<file path="src/rtl/keypad_scan_encoder_if.sv">
// Key-code output channel: valid/ready handshake carrying one encoded key press.
// Latency: none, this is wiring only.
// Backpressure: the master holds val/val_valid stable until val_ready is seen.
interface keypad_scan_encoder_if #(
    parameter int CODE_W = 4
);
    logic [CODE_W-1:0] val;
    logic              val_valid;
    logic              val_ready;

    modport master (
        output val,
        output val_valid,
        input  val_ready
    );

    modport slave (
        input  val,
        input  val_valid,
        output val_ready
    );
endinterface

</file>
<file path="src/rtl/keypad_scan_encoder.sv">
// Scans a NUM_ROWS x NUM_COLS switch matrix, debounces each key over whole frames, encodes new presses.
// Latency: a press is reported on the EVAL edge of the DEBOUNCE_FRAMES-th consecutive pressed frame.
// Backpressure: a pending code is held while val_ready is low; events arriving meanwhile are dropped and flagged in overflow.
module keypad_scan_encoder #(
    parameter int NUM_COLS        = 4,
    parameter int NUM_ROWS        = 3,
    parameter int SETTLE_CYCLES   = 3,
    parameter int DEBOUNCE_FRAMES = 3,
    parameter int CODE_W          = 4
) (
    input  logic                 clk,
    input  logic                 rst,
    output logic [NUM_COLS-1:0]  col_drive,
    input  logic [NUM_ROWS-1:0]  row_sense,
    keypad_scan_encoder_if.master vo,
    output logic                 overflow,
    input  logic                 overflow_clr
);

    localparam int NK    = NUM_ROWS * NUM_COLS;
    localparam int COL_W = (NUM_COLS > 1) ? $clog2(NUM_COLS) : 1;
    localparam int SET_W = $clog2(SETTLE_CYCLES + 1);
    localparam int CNT_W = $clog2(DEBOUNCE_FRAMES + 1);

    localparam logic [COL_W-1:0]    LAST_COL    = COL_W'(NUM_COLS - 1);
    localparam logic [SET_W-1:0]    LAST_SETTLE = SET_W'(SETTLE_CYCLES - 1);
    localparam logic [CNT_W-1:0]    CNT_SAT     = CNT_W'(DEBOUNCE_FRAMES);
    localparam logic [CNT_W-1:0]    CNT_PRE     = CNT_W'(DEBOUNCE_FRAMES - 1);
    localparam logic [NUM_COLS-1:0] COL_FIRST   = NUM_COLS'(1);

    typedef enum logic [1:0] {
        ST_DRIVE,
        ST_SAMPLE,
        ST_NEXT_COL,
        ST_EVAL
    } state_t;

    // Scan state
    state_t              state_q;
    logic [COL_W-1:0]    col_q;
    logic [SET_W-1:0]    settle_q;
    logic [NUM_COLS-1:0] col_drive_q;

    // Row synchronizer
    logic [NUM_ROWS-1:0] sync1_q;
    logic [NUM_ROWS-1:0] sync2_q;

    // Frame image and per-key debounce state; key index = row*NUM_COLS + col
    logic [NK-1:0]            image_q;
    logic [NK-1:0]            image_d;
    logic [NK-1:0][CNT_W-1:0] cnt_q;
    logic [NK-1:0][CNT_W-1:0] cnt_d;
    logic [NK-1:0]            acc_q;
    logic [NK-1:0]            acc_d;
    logic [NK-1:0]            ev_d;

    // Event selection and output registers
    logic [CODE_W-1:0] ev_code_d;
    logic              ev_multi_d;
    logic              ev_any_d;
    logic              load_d;
    logic              ovf_set_d;
    logic [CODE_W-1:0] val_q;
    logic              val_valid_q;
    logic              overflow_q;

    assign col_drive    = col_drive_q;
    assign vo.val       = val_q;
    assign vo.val_valid = val_valid_q;
    assign overflow     = overflow_q;

    // Two-flop synchronizer on the raw row inputs; nothing downstream sees row_sense directly
    always_ff @(posedge clk or posedge rst) begin
        if (rst) begin
            sync1_q <= '0;
            sync2_q <= '0;
        end else begin
            sync1_q <= row_sense;
            sync2_q <= sync1_q;
        end
    end

    // Image with the currently driven column replaced by the synchronized rows
    always_comb begin
        image_d = image_q;
        for (int r = 0; r < NUM_ROWS; r++) begin
            for (int c = 0; c < NUM_COLS; c++) begin
                if (COL_W'(c) == col_q) begin
                    image_d[r*NUM_COLS + c] = sync2_q[r];
                end
            end
        end
    end

    // Per-key debounce step: saturate while pressed, clear on any released frame, fire once on reaching the threshold
    always_comb begin
        cnt_d = cnt_q;
        acc_d = acc_q;
        ev_d  = '0;
        for (int k = 0; k < NK; k++) begin
            if (image_q[k]) begin
                if (cnt_q[k] != CNT_SAT) begin
                    cnt_d[k] = cnt_q[k] + 1'b1;
                end
                if (((cnt_q[k] == CNT_SAT) || (cnt_q[k] == CNT_PRE)) && !acc_q[k]) begin
                    ev_d[k]  = 1'b1;
                    acc_d[k] = 1'b1;
                end
            end else begin
                cnt_d[k] = '0;
                acc_d[k] = 1'b0;
            end
        end
    end

    // Lowest-numbered event wins the output slot
    always_comb begin
        ev_code_d = '0;
        for (int k = NK - 1; k >= 0; k--) begin
            if (ev_d[k]) begin
                ev_code_d = CODE_W'(k);
            end
        end
    end

    // More than one event bit set means at least one must be dropped
    assign ev_multi_d = (ev_d & (ev_d - NK'(1))) != '0;

    // Emission decision: load when the slot is free or being handed off this cycle, otherwise flag the loss
    always_comb begin
        ev_any_d  = (state_q == ST_EVAL) && (ev_d != '0);
        load_d    = ev_any_d && (!val_valid_q || vo.val_ready);
        ovf_set_d = ev_any_d && (!load_d || ev_multi_d);
    end

    // Scan FSM with registered column strobe, debounce commit and output handshake registers
    always_ff @(posedge clk or posedge rst) begin
        if (rst) begin
            state_q     <= ST_DRIVE;
            col_q       <= '0;
            settle_q    <= '0;
            col_drive_q <= COL_FIRST;
            image_q     <= '0;
            cnt_q       <= '0;
            acc_q       <= '0;
            val_q       <= '0;
            val_valid_q <= 1'b0;
            overflow_q  <= 1'b0;
        end else begin
            case (state_q)
                ST_DRIVE: begin
                    if (settle_q == LAST_SETTLE) begin
                        settle_q <= '0;
                        state_q  <= ST_SAMPLE;
                    end else begin
                        settle_q <= settle_q + 1'b1;
                    end
                end
                ST_SAMPLE: begin
                    image_q <= image_d;
                    state_q <= (col_q == LAST_COL) ? ST_EVAL : ST_NEXT_COL;
                end
                ST_NEXT_COL: begin
                    col_q       <= col_q + 1'b1;
                    col_drive_q <= col_drive_q << 1;
                    state_q     <= ST_DRIVE;
                end
                ST_EVAL: begin
                    cnt_q       <= cnt_d;
                    acc_q       <= acc_d;
                    col_q       <= '0;
                    col_drive_q <= COL_FIRST;
                    state_q     <= ST_DRIVE;
                end
                default: begin
                    state_q <= ST_DRIVE;
                end
            endcase

            if (load_d) begin
                val_q       <= ev_code_d;
                val_valid_q <= 1'b1;
            end else if (val_valid_q && vo.val_ready) begin
                val_valid_q <= 1'b0;
            end

            // A new loss outranks a clear arriving on the same edge
            if (ovf_set_d) begin
                overflow_q <= 1'b1;
            end else if (overflow_clr) begin
                overflow_q <= 1'b0;
            end
        end
    end

endmodule

</file>
<file path="src/flat_wrapper.sv">
// flat-port wrapper written by rule: the top's interface ports become plain ports
module keypad_scan_encoder_flat 
#(
    parameter int NUM_COLS        = 4,
    parameter int NUM_ROWS        = 3,
    parameter int SETTLE_CYCLES   = 3,
    parameter int DEBOUNCE_FRAMES = 3,
    parameter int CODE_W          = 4
)
  (clk, rst, col_drive, row_sense, overflow, overflow_clr, vo_val, vo_val_valid, vo_val_ready);
  keypad_scan_encoder_if #(.CODE_W(CODE_W)) vo_i ();
  input  logic clk;
  input  logic rst;
  output logic [NUM_COLS-1:0] col_drive;
  input  logic [NUM_ROWS-1:0] row_sense;
  output logic overflow;
  input  logic overflow_clr;
  output wire logic [$bits(vo_i.val)-1:0] vo_val;
  output wire logic [$bits(vo_i.val_valid)-1:0] vo_val_valid;
  input wire logic [$bits(vo_i.val_ready)-1:0] vo_val_ready;
  assign vo_val = vo_i.val;
  assign vo_val_valid = vo_i.val_valid;
  assign vo_i.val_ready = vo_val_ready;
  keypad_scan_encoder #(.NUM_COLS(NUM_COLS), .NUM_ROWS(NUM_ROWS), .SETTLE_CYCLES(SETTLE_CYCLES), .DEBOUNCE_FRAMES(DEBOUNCE_FRAMES), .CODE_W(CODE_W)) u_core (.clk(clk), .rst(rst), .col_drive(col_drive), .row_sense(row_sense), .vo(vo_i), .overflow(overflow), .overflow_clr(overflow_clr));
endmodule
</file>
<file path="config.mk">
export PLATFORM = sky130hd
export DESIGN_NAME = keypad_scan_encoder_flat
export DESIGN_NICKNAME = d
export VERILOG_FILES = /design/src/rtl/keypad_scan_encoder_if.sv /design/src/rtl/keypad_scan_encoder.sv /design/src/flat_wrapper.sv
export SDC_FILE = /design/constraint.sdc
export NUM_CORES = 1
export LEC_CHECK = 0
export ABC_AREA = 1
export BUFFER_PORTS_ARGS = -buffer_cell sky130_fd_sc_hd__buf_2
export CAP_MARGIN = 20
export CORE_AREA = 2 2 93 95
export CTS_BUF_LIST = sky130_fd_sc_hd__clkbuf_16
export DETAILED_ROUTE_END_ITERATION = 10
export DIE_AREA = 0 0 95 97
export GPL_TIMING_DRIVEN = 0
export PLACE_DENSITY = 0.57
export SYNTH_ARGS = -nofsm -noshare
export SYNTH_HDL_FRONTEND = slang
export SYNTH_SLANG_ARGS = --single-unit
export TNS_END_PERCENT = 30
</file>
<file path="constraint.sdc">
create_clock -name clk -period 5 [get_ports clk]
set_input_delay 0.5 -clock clk [delete_from_list [all_inputs] [get_ports clk]]
set_output_delay 0.5 -clock clk [all_outputs]
set_load 0.01 [all_outputs]
</file>
==> metrics.cfg, run 1 <==
[worst_hold_path]
min_path_cells = 1
hold_path_class = primary input to flop

[clock_tree]
clk_latency_ns = 0.33
numCtsBuffers = 9
cts_max_level = 3
cts.sinks = 70
cts_setup_buffers = 0
cts_tree = built
clkTransAtPathRegs_ns = 0.06
cts-resized-gates = 0
hold_buffers = 0
clock_path_buffers = 2
cts-root-buf = clkbuf_16

[synthesis]
synth_fp_nets = 460
avgSynthCellArea_um2 = 8.48
synth_cells = 425
synth.top_cell.area_share_pct = 47.9
synth_cell_types = 26
synth_area_leader_cell = dfrtp_1
synth.most_common_cell = nand2_1
yosysWarnings = 0
synth_commonest_cells = 78 x nand2_1, 69 x dfrtp_1, 64 x inv_1, 39 x o21ai_0
ys.flop_type = dfrtp_1
synth-seq-cells = 70
synth_edf_count = 0
async_flop_share_pct = 100
synth.area.top_cells = dfrtp_1 48%, ha_1 9.7%, nand2_1 8.1%
ys_seq_area_share_pct = 48.6
netlist_area_mm2 = 0.00360

[placed_design]
dpl_cell_area_mm2 = 0.00382
hpwl_um = 4820
port_buffers = 16
gp_congestion = 0.824

[sta]
hold_viol_final = 0
fin_worst_skew_ns = 0.00877
min_period_ns = 1.85
fmax_mhz = 541
rsz0062_at_grt = no
fin_crit_sh_pct = 37.0
tns_ns = 0
slew_headroom_pct = 41.7
worstMarginPinSlew_ns = 0.875
drv_slew = 0
setup_viol = 0

[route]
wl_per_cell_um = 12.4
firstDrtPassIters = 4
drcViolationCount = 0
via_per_inst = 4.84
wl_um = 6960
dr.first_iter.drc_count = 114
num_vias = 2719
antenna_left = 0

[floorplan]
rows = 33
die_w_um = 95
die_area_mm2 = 0.00922
fp.coreArea_mm2 = 0.00813
io_pins = 17
initial_core_util_pct = 44.3
die_h_um = 97

[global_route]
antenna_found_initial = 0
groute.layer.met2.usage_pct = 28.0
grt_pass1_vias = 2689
grt_first_pass_wirelength_um = 12100
grt-ovfl-total = 0
use_met1_pct = 21.4
gr-usage-all-layers_pct = 16.8
grt_start_max_net_pins = 71
grtUsageMet3_pct = 2.96
grt-busiest-layer = met2

[final_layout]
layout-drive-gt1-share_pct = 16.0
num_antenna_cells = 0
areaGrowthSynthToFinish_pct = 14.0
design_area_mm2 = 0.00411
n_fill_cell = 775
fin_nets = 487

[critical_path]
r2r-end = u_core.cnt_q[10]
crit_required_ns = 5.20
regToRegSetupSlack_ns = 3.15
cp-end-kind = flop
rr_worst_depth = 6
cp_max_fo = 10
reg2reg_from = u_core.state_q[1]
start_kind = flop
worstSetupPathType = flop to flop
cp_data_arrival_time_ns = 2.05
startpoint = u_core.state_q[1]
crit_path_end = u_core.cnt_q[10]

[pwr]
swShare_pct = 24.5
vdd_ir_drop_max_uv = 170
p_per_area_mw_per_mm2 = 322
internal-power_mw = 1.00
p_seq_share_pct = 45.3
total_leakage_power_nw = 2.19
comb_power_share_pct = 7.3
clockPowerShare_pct = 47.4
netSwitchingPower_mw = 0.324

[run]
max_cap_violations = 0

[outcome]
run_status = finished, final reports clean

critical path, stage by stage, from the launching register on:
cell,delay (ns)
dfrtp_1,0.35
buf_2,0.17
nand2_1,0.34
clkbuf_1,0.52
a21oi_1,0.15
nand3_1,0.11
o21ai_0,0.08
how the worst min path moves through the flow:
stage                                  from                end  slack [ns]
after CTS                      row_sense[2]  u_core.sync1_q[2]        0.27
final                          row_sense[0]  u_core.sync1_q[0]        0.28
after detailed placement  u_core.sync1_q[1]  u_core.sync2_q[1]        0.34
after global placement    u_core.sync1_q[1]  u_core.sync2_q[1]        0.34
after global routing           row_sense[2]  u_core.sync1_q[2]        0.27
after floorplan           u_core.sync1_q[0]  u_core.sync2_q[0]        0.33
metal layers:
metal | wire length [um] | vias up
li1 | - | 1409
met1 | 3360 | 1268
met2 | 3350 | 34
met3 | 161 | 8
met4 | 96 | 0
met5 | 0 | -
cell usage in the layout (no fill, tap or decap), types with 9 or more instances in the layout:
master     Yosys  routed
nor2_1        23      23
clkbuf_16      0       9
inv_2         12      12
nand3_1       32      32
inv_1         64      63
a21oi_1       32      32
o22ai_1        9       9
dfrtp_1       69      69
buf_2          4      20
o21ai_0       39      39
ha_1          28      28
nand2_1       78      78
nor2_2         9       9
kinds of logic (layout without fill, tap and decap cells):
kind of cell | Yosys count | after routing | synth area share, %
compound gates | 81 | 81 | 11.6
fa+ha+maj | 28 | 28 | 9.72
buf+inv | 84 | 116 | 8.89
flops | 70 | 70 | 48.6
mux | 1 | 1 | 0.312
simple gates | 161 | 161 | 20.9
state kept, by name, summed over array words and instances, names as in the netlist:
register             count
u_core.settle_q          2
u_core.cnt_q            24
u_core.col_drive         4
u_core.sync2_q           3
u_core.image_q          12
u_core.state_q           2
u_core.col_q             2
u_core.acc_q            12
u_core.vo.val            4
u_core.vo.val_valid      1
u_core.overflow          1
u_core.sync1_q           3
layout make-up:
type / instances / area [um^2] / area share [%]
plain buffers: 5 / 23.8 / 0.579
multi-input cells: 271 / 1530 / 37.3
repair buffers: 16 / 80.1 / 1.95
flip-flops and latches: 70 / 1750 / 42.7
inverters: 79 / 299 / 7.28
clock inverters: 7 / 65.1 / 1.58
clock buffers: 9 / 225 / 5.48
well taps: 105 / 131 / 3.20
power by group through the flow:
| stage | Combinational [mW] | Sequential [mW] | Clock, mW |
|---|---|---|---|
| floorplan | 0.0781 | 0.606 | 0 |
| global placement | 0.0954 | 0.609 | 0 |
| detailed placement | 0.0986 | 0.610 | 0 |
| CTS | 0.0994 | 0.600 | 0.640 |
| global route | 0.116 | 0.603 | 0.663 |
| finish | 0.0971 | 0.600 | 0.627 |
metrics by stage:
step	hold WS, ns	power, mW	util, %	std cells	setup WS [ns]
final	0.276	1.32	50.5	562	3.15
after global routing	0.273	1.38	50.5	562	2.96
after CTS	0.268	1.34	50.5	562	3.08
after detailed placement	0.337	0.709	46.9	546	3.12
after global placement	0.339	0.705	46.9	546	1.79
after floorplan	0.331	0.684	-	425	2.73
No activity file was read; power rests on OpenSTA's default activity.
==> run 2: changes to the inputs <==
PLACE_DENSITY = 0.6   (was 0.57)
clock period = 1.7 ns   (was 5 ns; I/O delays follow)
==> metrics.cfg, run 2 (synthesis gave the netlist of run 1 again) <==
[sta]
drv_slew = 0
fin_crit_sh_pct = 104
whs_ns = 0.0780
worstMarginPinSlew_ns = 0.431
min_period_ns = 1.77
fmax_mhz = 566
rsz0062_at_grt = yes
fin_worst_skew_ns = 0.00614
finalWorstSetupSlack_ns = -0.0668
setup_viol = 5
slew_headroom_pct = 71.2
hold_viol_final = 0

[final_layout]
n_fill_cell = 733
design_area_mm2 = 0.00444
mostFrequentLayoutCells = 72 x nand2_1, 69 x dfrtp_1, 59 x inv_1, 39 x o21ai_0, 32 x a21oi_1
utilization_pct = 54.6
seqCellArea_mm2 = 0.00175
regMostFlops = u_core.cnt_q
areaGrowthSynthToFinish_pct = 23.3
layout-drive-gt1-share_pct = 23.5
num_antenna_cells = 0
multi_input_area_mm2 = 0.00165
largest_register_ff_count = 24
layout_commonest_cell = nand2_1
final_cells = 578
fin_nets = 503
largestRegisters = u_core.cnt_q x24, u_core.acc_q x12, u_core.image_q x12

[route]
antenna_left = 0
drcViolationCount = 0
via_per_inst = 4.83
dr.first_iter.drc_count = 128
firstDrtPassIters = 4
num_vias = 2794
wl_per_cell_um = 12.4
wl_um = 7150

[critical_path]
cp_data_arrival_time_ns = 1.99
critPathMostFrequentCell = nand2_4
rr_worst_depth = 12
reg2reg_from = u_core.cnt_q[16]
r2r-end = u_core.vo.val[0]
cp_max_fo = 7
crit_chain = ha_2, or2_4, nand2_4, nand2_4, nor3_4, nand2_2, nand2_2, inv_2, nand2_4, nor2_2, nand2_1, nand2_1
startpoint = u_core.cnt_q[16]
slowest_stage = dfrtp_1
cp-end-kind = flop
worstSetupPathType = flop to flop
crit_buf_inv = 1
regToRegSetupSlack_ns = -0.07
critPathMaxStageDelay_ns = 0.42
start_kind = flop
crit_family = simple AND/OR/NAND/NOR gates
crit_required_ns = 1.92

[floorplan]
io_pins = 17
initial_core_util_pct = 44.3
die_area_mm2 = 0.00922
die_h_um = 97
rows = 33
fp.coreArea_mm2 = 0.00813
die_w_um = 95

[global_route]
grt_start_max_net_pins = 28
grt_pass1_vias = 2630
antenna_found_initial = 0
gr-usage-all-layers_pct = 16.8
grt-ovfl-total = 0
grt_first_pass_wirelength_um = 12100

[pwr]
p_seq_share_pct = 41.0
clockPowerShare_pct = 50.7
total_leakage_power_nw = 2.32
comb_power_share_pct = 8.3
p_per_area_mw_per_mm2 = 970
vdd_ir_drop_max_uv = 530
netSwitchingPower_mw = 1.01
swShare_pct = 23.5
internal-power_mw = 3.30

[clock_tree]
cts_max_level = 3
cts.sinks = 70
clk_latency_ns = 0.34
cts_tree = built
numCtsBuffers = 9
cts-root-buf = clkbuf_16
clock_path_buffers = 2
clkTransAtPathRegs_ns = 0.06

[worst_hold_path]
hold_path_class = primary input to flop
min-delay-start = overflow_clr
min_path_cells = 4
holdPathEnd = u_core.overflow

[placed_design]
dp_cells = 548
port_buffers = 16
gp_congestion = 0.836
hpwl_um = 4920
dpl_cell_area_mm2 = 0.00386

[outcome]
violations = setup timing
run_status = finished with violations

[run]
max_cap_violations = 0

-- run 2: metal layers --
layer	track usage [%]	routed length, um
met2	26.1	3400
met4	6.91	140
met3	3.50	199
met5	0	0
met1	22.6	3410
-- run 2: worst max-delay path by stage --
| stage | slack (ns) | cells after the start | to |
|---|---|---|---|
| final | -0.07 | 12 | u_core.vo.val[0] |
| after global routing | -0.20 | 13 | u_core.vo.val[3] |
| after CTS | -0.1 | 14 | u_core.vo.val[2] |
| after detailed placement | -0.18 | 6 | u_core.cnt_q[2] |
| after global placement | -0.17 | 6 | u_core.cnt_q[2] |
| after floorplan | 0.07 | 15 | u_core.vo.val[0] |
-- run 2: per-stage QoR --
| stage | power [mW] | setup slack [ns] | setup TNS (ns) |
|---|---|---|---|
| 5_1_grt | 4.49 | -0.197 | -1.03 |
| 3_3_place_gp | 2.07 | -0.170 | -1.64 |
| 4_1_cts | 4.31 | -0.0951 | -0.354 |
| 6_report | 4.31 | -0.0668 | -0.265 |
| 3_5_place_dp | 2.09 | -0.180 | -1.78 |
| 2_1_floorplan | 2.01 | 0.0665 | 0 |
-- run 2: tightest hold or removal path: stages --
cell,delay [ns]
buf_2,0.07
inv_1,0.03
nand2_1,0.05
nand2_1,0.05
-- run 2: area by class of cell --
type / instances / share of cell area [%]
Buffer: 5 / 0.563
Clock buffer: 9 / 5.07
Clock inverter: 7 / 2.70
Inverter: 79 / 6.76
Multi-Input combinational cell: 271 / 37.2
Sequential cell: 70 / 39.4
Tap cell: 105 / 2.96
Timing Repair Buffer: 32 / 5.29
-- run 2: what timing repair did --
action / CTS / global route
buffers inserted: 0 / 10
pin swaps: 2 / 20
endpoints found under the setup margin: 23 / 10
hold buffers: 4 / 0
gates resized for setup: 8 / 29
endpoints found under the hold margin: 18 / 0
-- run 2: power by group through the flow --
stage / clock network (mW) / registers [mW] / logic, mW
after floorplan: 0 / 1.78 / 0.230
after global placement: 0 / 1.79 / 0.280
after detailed placement: 0 / 1.79 / 0.299
after CTS: 2.23 / 1.77 / 0.313
after global routing: 2.30 / 1.78 / 0.412
final: 2.19 / 1.77 / 0.357
==> run 3: changes to the inputs <==
--- a/config.mk
+++ b/config.mk
@@ -16,2 +16,3 @@
 export PLACE_DENSITY = 0.6
+export SKIP_LAST_GASP = 1
 export SYNTH_ARGS = -nofsm -noshare
==> constraint.sdc (replaced) <==
create_clock -name clk -period 1.7 [get_ports clk]
set_input_delay 0 -clock clk [delete_from_list [all_inputs] [get_ports clk]]
set_output_delay 0 -clock clk [all_outputs]
set_load 0.01 [all_outputs]
==> metrics.cfg, run 3 (synthesis gave the netlist of run 1 again) <==
[pwr]
internal-power_mw = 3.30
p_per_area_mw_per_mm2 = 967
netSwitchingPower_mw = 1.02
total_leakage_power_nw = 2.33
vdd_ir_drop_max_uv = 532
comb_power_share_pct = 8.4
swShare_pct = 23.5
clockPowerShare_pct = 50.7
p_seq_share_pct = 40.9

[sta]
slew_headroom_pct = 71.5
fin_crit_sh_pct = 104
drv_slew = 0
fmax_mhz = 564
fin_worst_skew_ns = 0.00432
finalWorstSetupSlack_ns = -0.0727
whs_ns = 0.00717
rsz0062_at_grt = yes
hold_viol_final = 0
setup_viol = 5
min_period_ns = 1.77
worstMarginPinSlew_ns = 0.426

[route]
via_per_inst = 4.82
num_vias = 2788
wl_per_cell_um = 12.3
antenna_left = 0
wl_um = 7140
dr.first_iter.drc_count = 118
drcViolationCount = 0
firstDrtPassIters = 4

[floorplan]
rows = 33
initial_core_util_pct = 44.3
fp.coreArea_mm2 = 0.00813
io_pins = 17
die_w_um = 95
die_h_um = 97
die_area_mm2 = 0.00922

[global_route]
gr-usage-all-layers_pct = 16.8
grt_first_pass_wirelength_um = 12100
grt-ovfl-total = 0
antenna_found_initial = 0
grt_pass1_vias = 2653
grt_start_max_net_pins = 28

[critical_path]
crit_required_ns = 1.92
worstSetupPathType = flop to flop
crit_chain = ha_2, or2_4, nand2_4, nand2_4, nor3_4, nand2_2, nand2_2, inv_2, nand2_4, nor2_2, nand2_1, nand2_1
reg2reg_from = u_core.cnt_q[16]
slowest_stage = dfrtp_1
crit_family = simple AND/OR/NAND/NOR gates
cp-end-kind = flop
crit_buf_inv = 1
cp_max_fo = 7
cp.depth = 12
critPathMostFrequentCell = nand2_4
rr_worst_depth = 12
critPathMaxStageDelay_ns = 0.42
cp_data_arrival_time_ns = 2.00
r2r-end = u_core.vo.val[0]
regToRegSetupSlack_ns = -0.07
start_kind = flop

[worst_hold_path]
min-delay-start = vo_val_ready
holdPathEnd = u_core.vo.val_valid
hold_path_class = primary input to flop
min_path_cells = 4

[final_layout]
n_fill_cell = 733
num_antenna_cells = 0
largestRegisters = u_core.cnt_q x24, u_core.acc_q x12, u_core.image_q x12
largest_register_ff_count = 24
layout-drive-gt1-share_pct = 24.3
mostFrequentLayoutCells = 69 x dfrtp_1, 68 x nand2_1, 58 x inv_1, 39 x o21ai_0, 32 x a21oi_1
fin_nets = 504
regMostFlops = u_core.cnt_q
final_cells = 579
areaGrowthSynthToFinish_pct = 23.9
layout_commonest_cell = dfrtp_1

[clock_tree]
cts_max_level = 3
clk_latency_ns = 0.33
cts_tree = built
clock_path_buffers = 2
numCtsBuffers = 9
clkTransAtPathRegs_ns = 0.06
cts.sinks = 70
cts-root-buf = clkbuf_16

[outcome]
violations = setup timing
run_status = finished with violations

[placed_design]
port_buffers = 16
hpwl_um = 4920
gp_congestion = 0.836
dp_cells = 548

[run]
max_cap_violations = 0

## run 3: cell types whose count changed in the layout (fill, tap and decap cells not counted)
| cell | previous run | this run |
|---|---|---|
| nand2_1 | 72 | 68 |
| inv_2 | 16 | 17 |
| inv_1 | 59 | 58 |
| nor2_1 | 21 | 22 |
| nand2_4 | 6 | 7 |
| nand2_2 | 9 | 12 |
| nor2_2 | 6 | 5 |
| dlygate4sd3_1 | 4 | 5 |
## run 3: cell type report
| cell class | instances | area, um^2 | share of cell area (%) |
|---|---|---|---|
| Timing Repair Buffer | 33 | 245 | 5.49 |
| Tap cell | 105 | 131 | 2.94 |
| Sequential cell | 70 | 1750 | 39.2 |
| Clock buffer | 9 | 225 | 5.04 |
| Buffer | 5 | 25.0 | 0.560 |
| Multi-Input combinational cell | 271 | 1670 | 37.3 |
| Clock inverter | 7 | 120 | 2.69 |
| Inverter | 79 | 300 | 6.72 |
## run 3: worst max-delay path by stage
stage                            startpoint               end
final                      u_core.cnt_q[16]  u_core.vo.val[0]
after global routing       u_core.cnt_q[22]  u_core.vo.val[0]
after CTS                   u_core.cnt_q[6]  u_core.vo.val[2]
after detailed placement  u_core.state_q[1]   u_core.cnt_q[2]
after global placement    u_core.state_q[1]   u_core.cnt_q[2]
after floorplan             u_core.cnt_q[6]  u_core.vo.val[0]
## run 3: worst min-delay path, stage by stage
cell and delay, ns:
buf_2 0.07, nor2_1 0.05, inv_1 0.11, nand2_1 0.06
## run 3: stage by stage
step                TNS (ns)  total power, mW  setup WS (ns)  utilization, %  cell area [um^2]
finish                -0.290             4.32        -0.0727            54.9              4470
global route           -1.05             4.50         -0.203            54.9              4470
CTS                   -0.739             4.31         -0.148            52.3              4260
detailed placement     -1.78             2.09         -0.180            47.5              3860
global placement       -1.64             2.07         -0.170            47.0              3820
floorplan                  0             2.01         0.0665               -              3610
## run 3: power by group through the flow
stage	Sequential [mW]	Combinational [mW]	Clock [mW]
2_1_floorplan	1.78	0.230	0
3_3_place_gp	1.79	0.280	0
3_5_place_dp	1.79	0.299	0
4_1_cts	1.76	0.310	2.23
5_1_grt	1.78	0.420	2.30
6_report	1.77	0.364	2.19
## run 3: per-layer routing
metal	GRT usage [%]	up-vias	routed length [um]
met4	7.36	0	165
met3	3.50	15	256
met5	0	-	0
met1	22.4	1283	3260
met2	26.2	43	3460
li1	-	1447	-
## run 3: what timing repair did
action / in CTS / in global routing
endpoints found under the setup margin: 23 / 32
pin swaps: 0 / 22
buffers inserted: 0 / 10
gates cloned: 0 / 0
hold buffers: 5 / 0
endpoints found under the hold margin: 20 / 0
resized for setup: 1 / 41
